### src/rtl/stream_input.sv
// Serial-to-matrix loader: accepts signed elements over valid/ready and writes
// them row-major into the operand buffer, pulsing mRdy on the final element.
module stream_input #(
    parameter int maxWidthLen = 4,
    parameter int sizeValue   = 16
) (
    input  logic                   clk,
    input  logic                   rst,
    input  logic                   start,
    input  logic [maxWidthLen-1:0] sizeX,
    input  logic [maxWidthLen-1:0] sizeY,
    input  logic                   inValid,
    input  logic [sizeValue-1:0]   in,
    output logic                   inRdy,
    output logic                   we,
    output logic [maxWidthLen-1:0] wx,
    output logic [maxWidthLen-1:0] wy,
    output logic [sizeValue-1:0]   wdata,
    output logic                   mRdy,
    output logic                   busy
);

    typedef enum logic [0:0] {
        IDLE = 1'b0,
        LOAD = 1'b1
    } state_t;

    localparam logic [maxWidthLen-1:0] IDX_ZERO = {maxWidthLen{1'b0}};
    localparam logic [maxWidthLen-1:0] IDX_ONE  = {{(maxWidthLen-1){1'b0}}, 1'b1};

    state_t                 state_r;
    state_t                 state_s;
    logic [maxWidthLen-1:0] sx_r;
    logic [maxWidthLen-1:0] sy_r;
    logic [maxWidthLen-1:0] cx_r;
    logic [maxWidthLen-1:0] cy_r;
    logic                   we_r;
    logic [maxWidthLen-1:0] wx_r;
    logic [maxWidthLen-1:0] wy_r;
    logic [sizeValue-1:0]   wdata_r;
    logic                   mrdy_r;
    logic                   rdy_s;
    logic                   accept_s;
    logic                   row_end_s;
    logic                   last_s;

    // Handshake decode: start always pre-empts an element offered the same cycle.
    always_comb begin
        rdy_s     = (state_r == LOAD);
        accept_s  = inValid & rdy_s & ~start;
        row_end_s = (cx_r == sx_r);
        last_s    = accept_s & row_end_s & (cy_r == sy_r);
    end

    // Next-state logic.
    always_comb begin
        state_s = state_r;
        case (state_r)
            IDLE: begin
                if (start) begin
                    state_s = LOAD;
                end else begin
                    state_s = IDLE;
                end
            end
            LOAD: begin
                if (start) begin
                    state_s = LOAD;
                end else if (last_s) begin
                    state_s = IDLE;
                end else begin
                    state_s = LOAD;
                end
            end
            default: state_s = IDLE;
        endcase
    end

    // State, latched sizes, counters and registered write port.
    always_ff @(posedge clk) begin
        if (!rst) begin
            state_r <= IDLE;
            sx_r    <= IDX_ZERO;
            sy_r    <= IDX_ZERO;
            cx_r    <= IDX_ZERO;
            cy_r    <= IDX_ZERO;
            we_r    <= 1'b0;
            wx_r    <= IDX_ZERO;
            wy_r    <= IDX_ZERO;
            wdata_r <= {sizeValue{1'b0}};
            mrdy_r  <= 1'b0;
        end else begin
            state_r <= state_s;
            we_r    <= accept_s;
            mrdy_r  <= last_s;
            if (accept_s) begin
                wx_r    <= cx_r;
                wy_r    <= cy_r;
                wdata_r <= in;
            end
            if (start) begin
                sx_r <= sizeX;
                sy_r <= sizeY;
                cx_r <= IDX_ZERO;
                cy_r <= IDX_ZERO;
            end else if (last_s) begin
                // Parking at zero keeps cy from ever stepping past sy.
                cx_r <= IDX_ZERO;
                cy_r <= IDX_ZERO;
            end else if (accept_s) begin
                if (row_end_s) begin
                    cx_r <= IDX_ZERO;
                    cy_r <= cy_r + IDX_ONE;
                end else begin
                    cx_r <= cx_r + IDX_ONE;
                end
            end
        end
    end

    assign inRdy = rdy_s;
    assign busy  = rdy_s;
    assign we    = we_r;
    assign wx    = wx_r;
    assign wy    = wy_r;
    assign wdata = wdata_r;
    assign mRdy  = mrdy_r;

endmodule

### config.mk
export PLATFORM = sky130hd
export DESIGN_NAME = stream_input
export DESIGN_NICKNAME = d
export VERILOG_FILES = /design/src/rtl/stream_input.sv
export SDC_FILE = /design/constraint.sdc
export NUM_CORES = 1
export LEC_CHECK = 0
export CAP_MARGIN = 0
export CORE_MARGIN = 2
export CORE_UTILIZATION = 45
export DETAILED_ROUTE_END_ITERATION = 8
export PLACE_DENSITY_LB_ADDON = 0.1
export SYNTH_ARGS = -nofsm -noshare
export SYNTH_HDL_FRONTEND = slang
export SYNTH_SLANG_ARGS = --single-unit
export TNS_END_PERCENT = 5
### constraint.sdc
create_clock -name clk -period 4.43 [get_ports clk]
set_clock_uncertainty 0.2 [all_clocks]
set_input_delay 1.1075 -clock clk [delete_from_list [all_inputs] [get_ports clk]]
set_output_delay 1.1075 -clock clk [all_outputs]
set_load 0.02 [all_outputs]
# Yosys cells after proc, flatten, opt, wreduce, memory -nomap -nowiden
# Cells that the tools add are included.
totals:
  register_bits: 43
  input_bits: 28
  output_inout_bits: 28
  word_cells: 28
op_classes:
  n_addsub: 2
  eq_ne: 2
  muxes: 5
  bitwise: 7
  n_reduce_logical: 2
op_table:
  columns: ["cell", "n"]
  rows:
  - ["$add A4 B1 Y4 const B", 2]
  - ["$eq A4 B4 Y1", 2]
  - ["$and A1 B1 Y1", 4]
  - ["$mux W4", 1]
  - ["$mux W1", 3]
  - ["$not A1 Y1", 3]
  - ["$reduce_or A3 Y1", 1]
  - ["$pmux W1 S2", 1]
  - ["$reduce_and A2 Y1", 1]

# Longest topological paths before layout
depth:
  ltp_word: 7
  ltp_mapped: 5
  depth_no_buf: 4

# Least setup slack after synthesis
# No wires, ideal clock.
synth_path:
  kind: "input port to flip-flop"
  startpoint: "input start"
  endpoint: "register cx_r[0]"
  setup_time_ns: 0.138
  arrival_ns: 1.845
  required_time_ns: 4.092
  slack_ns: 2.247
  stages: 3
  n_path_buf: 0
  cell_sequence: "nand3b_1 o311ai_2 a21oi_1"
synth_between:
  elab_chain_cells: 5
synth_rtl:
  columns: ["element", "line", "source"]
  rows:
  - ["start, declared", "9", "input logic start,"]
  - ["$not A1 Y1", "50", "accept_s = inValid & rdy_s & ~start;"]
  - ["$and A1 B1 Y1", "50", null]
  - ["$and A1 B1 Y1 (2 in series)", "52", "last_s = accept_s & row_end_s & (cy_r == sy_r);"]
  - ["$reduce_or A3 Y1 (no line)", null, null]
  - ["end signal, assigned", "115", "cx_r <= cx_r + IDX_ONE;"]
  - ["end, declared", "35", "logic [maxWidthLen-1:0] cx_r;"]
# Parallel ways exist; a longest one is shown, timed or not.
# A chain may end at the register's enable or synchronous reset.

# Worst setup path in the final report
layout_path:
  startpoint: "input start"
  endpoint: "register cy_r[0]"
layout_between:
  elab_chain_cells: 5
  elab_cells_between_ends: 6
  classes_between: "4 x bitwise; 2 x reduce/logical"
layout_rtl:
  columns: ["element", "line", "source"]
  rows:
  - ["$not A1 Y1", "50", null]
  - ["$and A1 B1 Y1", "50", null]
  - ["$and A1 B1 Y1 (2 in series)", "52", null]
  - ["$reduce_or A3 Y1 (no line)", null, null]
  - ["end signal, assigned", "113", "cy_r <= cy_r + IDX_ONE;"]
  - ["end, declared", "36", "logic [maxWidthLen-1:0] cy_r;"]
# Parallel ways exist; a longest one is shown, timed or not.

==> impl_metrics.py <==
metrics = {
    "critical_path": {
        "cp.required_ps": 4440,
        "cp_slowest_stage_delay_ps": 480,
        "crit_path_top_delay_cell": "nand3b_1",
        "cp_common_cell": "buf_4",
        "crit_family": "buffers and inverters",
        "path_buf_inv": 3,
        "cp-start-kind": "input port",
        "r2r_slack_ps": 2350,
        "critPathCaptureType": "flip-flop",
        "crit_path_max_fanout": 14,
        "crit_type": "in2reg",
        "critPathArrivalTime_ps": 3030,
        "crit_chain": "clkdlybuf4s50_1 > buf_4 > nand3b_1 > buf_4 > or3_1 > a21oi_1",
    },
    "timing": {
        "holdWs_ps": 262,
        "slew_violations": 0,
        "max_freq_mhz": 331,
        "slew_headroom_pct": 50.7,
        "tightest_slew_ps": 738,
        "fin_tns_setup_ps": 0,
        "post-route-period-util_pct": 68.1,
        "rsz0062_at_grt": "no",
        "fin_crit_ps": 3020,
        "hold_viol": 0,
        "setup-violations-final": 0,
    },
    "global_routing": {
        "grt_use_total_pct": 17.7,
        "grt_remaining_overflow": 0,
        "grt_start_max_net_pins": 25,
        "antenna_found_initial": 0,
        "grt_pass1_vias": 1332,
        "grt_pass1_wl_um": 5870,
    },
    "synthesis": {
        "synthAdderAreaFrac_pct": 1.44,
        "ys_types": 23,
        "synth_top_family_by_area": "simple AND/OR/NAND/NOR gates",
        "synthXorXnorAreaFrac_pct": 5.05,
        "ys_seq_elements": 43,
        "yosysTopAreaCellShare_pct": 49.7,
        "yosys_warnings": 0,
        "synth_area_mm2": 0.00173,
        "synthTopCellsByArea": "dfxtp_1 50%, nand2_1 12%, a21boi_0 10%",
        "synth-compound-area-share_pct": 14.5,
        "syn_nets": 225,
        "synth-simple-area-share_pct": 20.9,
        "synth_top_area_cell": "dfxtp_1",
        "synth_cells": 195,
        "synthMuxAreaShare_pct": 4.62,
        "ys_seq_area_share_pct": 49.7,
        "avgSynthCellArea_um2": 8.89,
    },
    "power": {
        "irDropWorstVdd_uv": 180,
        "power_mw": 0.722,
        "leakage_nw": 0.839,
        "power_per_cell_area_mw_per_mm2": 300,
    },
    "finish": {
        "fillCellCount": 338,
        "num-nets-final": 279,
        "finalNonFillerCells": 298,
        "final_area_mm2": 0.00240,
        "n_antenna_cell": 0,
        "drive_gt1_share_pct": 4.80,
        "multi_input_area_um2": 807,
        "area_growth_pct": 38.8,
        "seqCellArea_um2": 861,
    },
    "placement": {
        "place_area_mm2": 0.00232,
        "gp_congestion": 0.746,
        "dp_cells": 290,
        "dp_hpwl_um": 2530,
        "portBuffers": 55,
    },
    "floorplan": {
        "die_height_um": 66.1,
        "io_pins": 56,
        "dieArea_mm2": 0.00436,
        "initial_core_util_pct": 47.0,
        "fp.dieW_um": 66.1,
        "core_mm2": 0.00369,
        "floorplan.rows": 22,
    },
    "drt": {
        "via_count": 1457,
        "routedWlPerCell_um": 12.1,
        "avgViaCountPerCell": 4.89,
        "first_pass_iters": 4,
        "drc": 0,
        "drt-initial-drc-count": 69,
        "ant_nets": 0,
        "wl_um": 3610,
    },
    "clock_network": {
        "htree_levels": 2,
        "insertion_delay_ps": 290,
        "cts_resized": 0,
        "clock_path_buffers": 2,
        "cts_setup_buffers": 0,
        "tritoncts": "built",
        "cts-root-buf": "clkbuf_8",
        "clk_pin_slew_worst_paths_ps": 80,
        "hold_buffers": 0,
        "cts.sinks": 43,
        "cts_buffers": 5,
    },
    "job": {
        "maxCapViolations": 0,
    },
    "min_path": {
        "min-delay-path-class": "reg2reg",
    },
    "outcome": {
        "outcome": "complete, no violations",
    },
}
## flip-flops by register name (all words and copies together) (netlist names)
name   cells
sx_r       4
mRdy       1
cx_r       4
wdata     16
wx         4
wy         4
we         1
sy_r       4
cy_r       4
busy       1
## worst min-delay path: cells and delay by family, from the launching register on
| kind | cells | cell delay, ps |
|---|---|---|
| and+or+nand+nor | 1 | 50 |
| DFF | 1 | 310 |
| AOI/OAI and AO/OA | 1 | 60 |
## Yosys cell counts (all sizes together)
master / count
dfxtp: 43
ha: 2
inv: 2
clkbuf: 8
and3b: 1
a21oi: 6
nor2b: 8
o21ai: 5
nand3b: 1
nand3: 1
buf: 5
xor2: 2
nand4: 4
or3: 4
o311ai: 1
a21boi: 24
nand2: 54
mux2i: 8
and2: 2
nor3: 3
xnor2: 8
nor2: 3
## worst paths after layout
check | start | to | cells past startpoint
max | start | cy_r[0]$_SDFFE_PP0P_ | 6
min | wdata[6]$_SDFFE_PN0N_ | wdata[6]$_SDFFE_PN0N_ | 2
max reg2reg | cx_r[0]$_SDFFE_PP0N_ | cy_r[0]$_SDFFE_PP0P_ | 4
min reg2reg | wdata[6]$_SDFFE_PN0N_ | wdata[6]$_SDFFE_PN0N_ | 2
## cells in the final DEF, fill, tap and decap left out, types with 2 or more instances in the layout
cell and n:
nand4_1 4, nand2_1 54, clkbuf_8 5, a21oi_1 6, and2_1 2, clkbuf_1 2
nor2_1 3, or3_1 4, xnor2_1 8, mux2i_1 8, buf_4 5, a21boi_0 24
clkdlybuf4s50_1 55, nor2b_1 8, ha_1 2, o21ai_0 5, nor3_1 3, dfxtp_1 43
inv_1 2, xor2_1 2
## routing by layer
metal | share of wire [%] | track usage, % | up-vias | wire (um)
met5 | 0 | 0 | - | 0
met4 | 1.0 | 5.36 | 0 | 36
met3 | 4.6 | 5.62 | 5 | 167
met2 | 46 | 29.5 | 34 | 1660
met1 | 48 | 21.7 | 668 | 1740
li1 | - | - | 750 | -
## metrics by stage
step / util [%] / setup slack [ps]
after global routing: 65.2 / 1240
after detailed placement: 63.0 / 1080
final: 65.2 / 1410
after floorplan: - / 2250
after global placement: 63.0 / 1140
after CTS: 65.2 / 1390
## where the power goes
part	total, mW	internal (mW)	switching [mW]
clock	0.234	0.111	0.123
sequential	0.402	0.396	0.00631
combinational	0.0858	0.0479	0.0379
## layout make-up
cell class	count	area share, %
clock buffer	7	3.17
clock inverter	1	0.208
inverter	2	0.312
multi-input combinational	137	33.6
sequential	43	35.8
tap	48	2.50
timing repair buffer	60	24.5
## cells by family after synthesis
group	count (synthesis)
DFF	43
muxes	8
xor gates and xnor gates	10
AOI/OAI and AO/OA	36
and+or+nand+nor	81
buffers and inverters	15
adders and majority gates	2
Power figures use the tool's default switching activity.
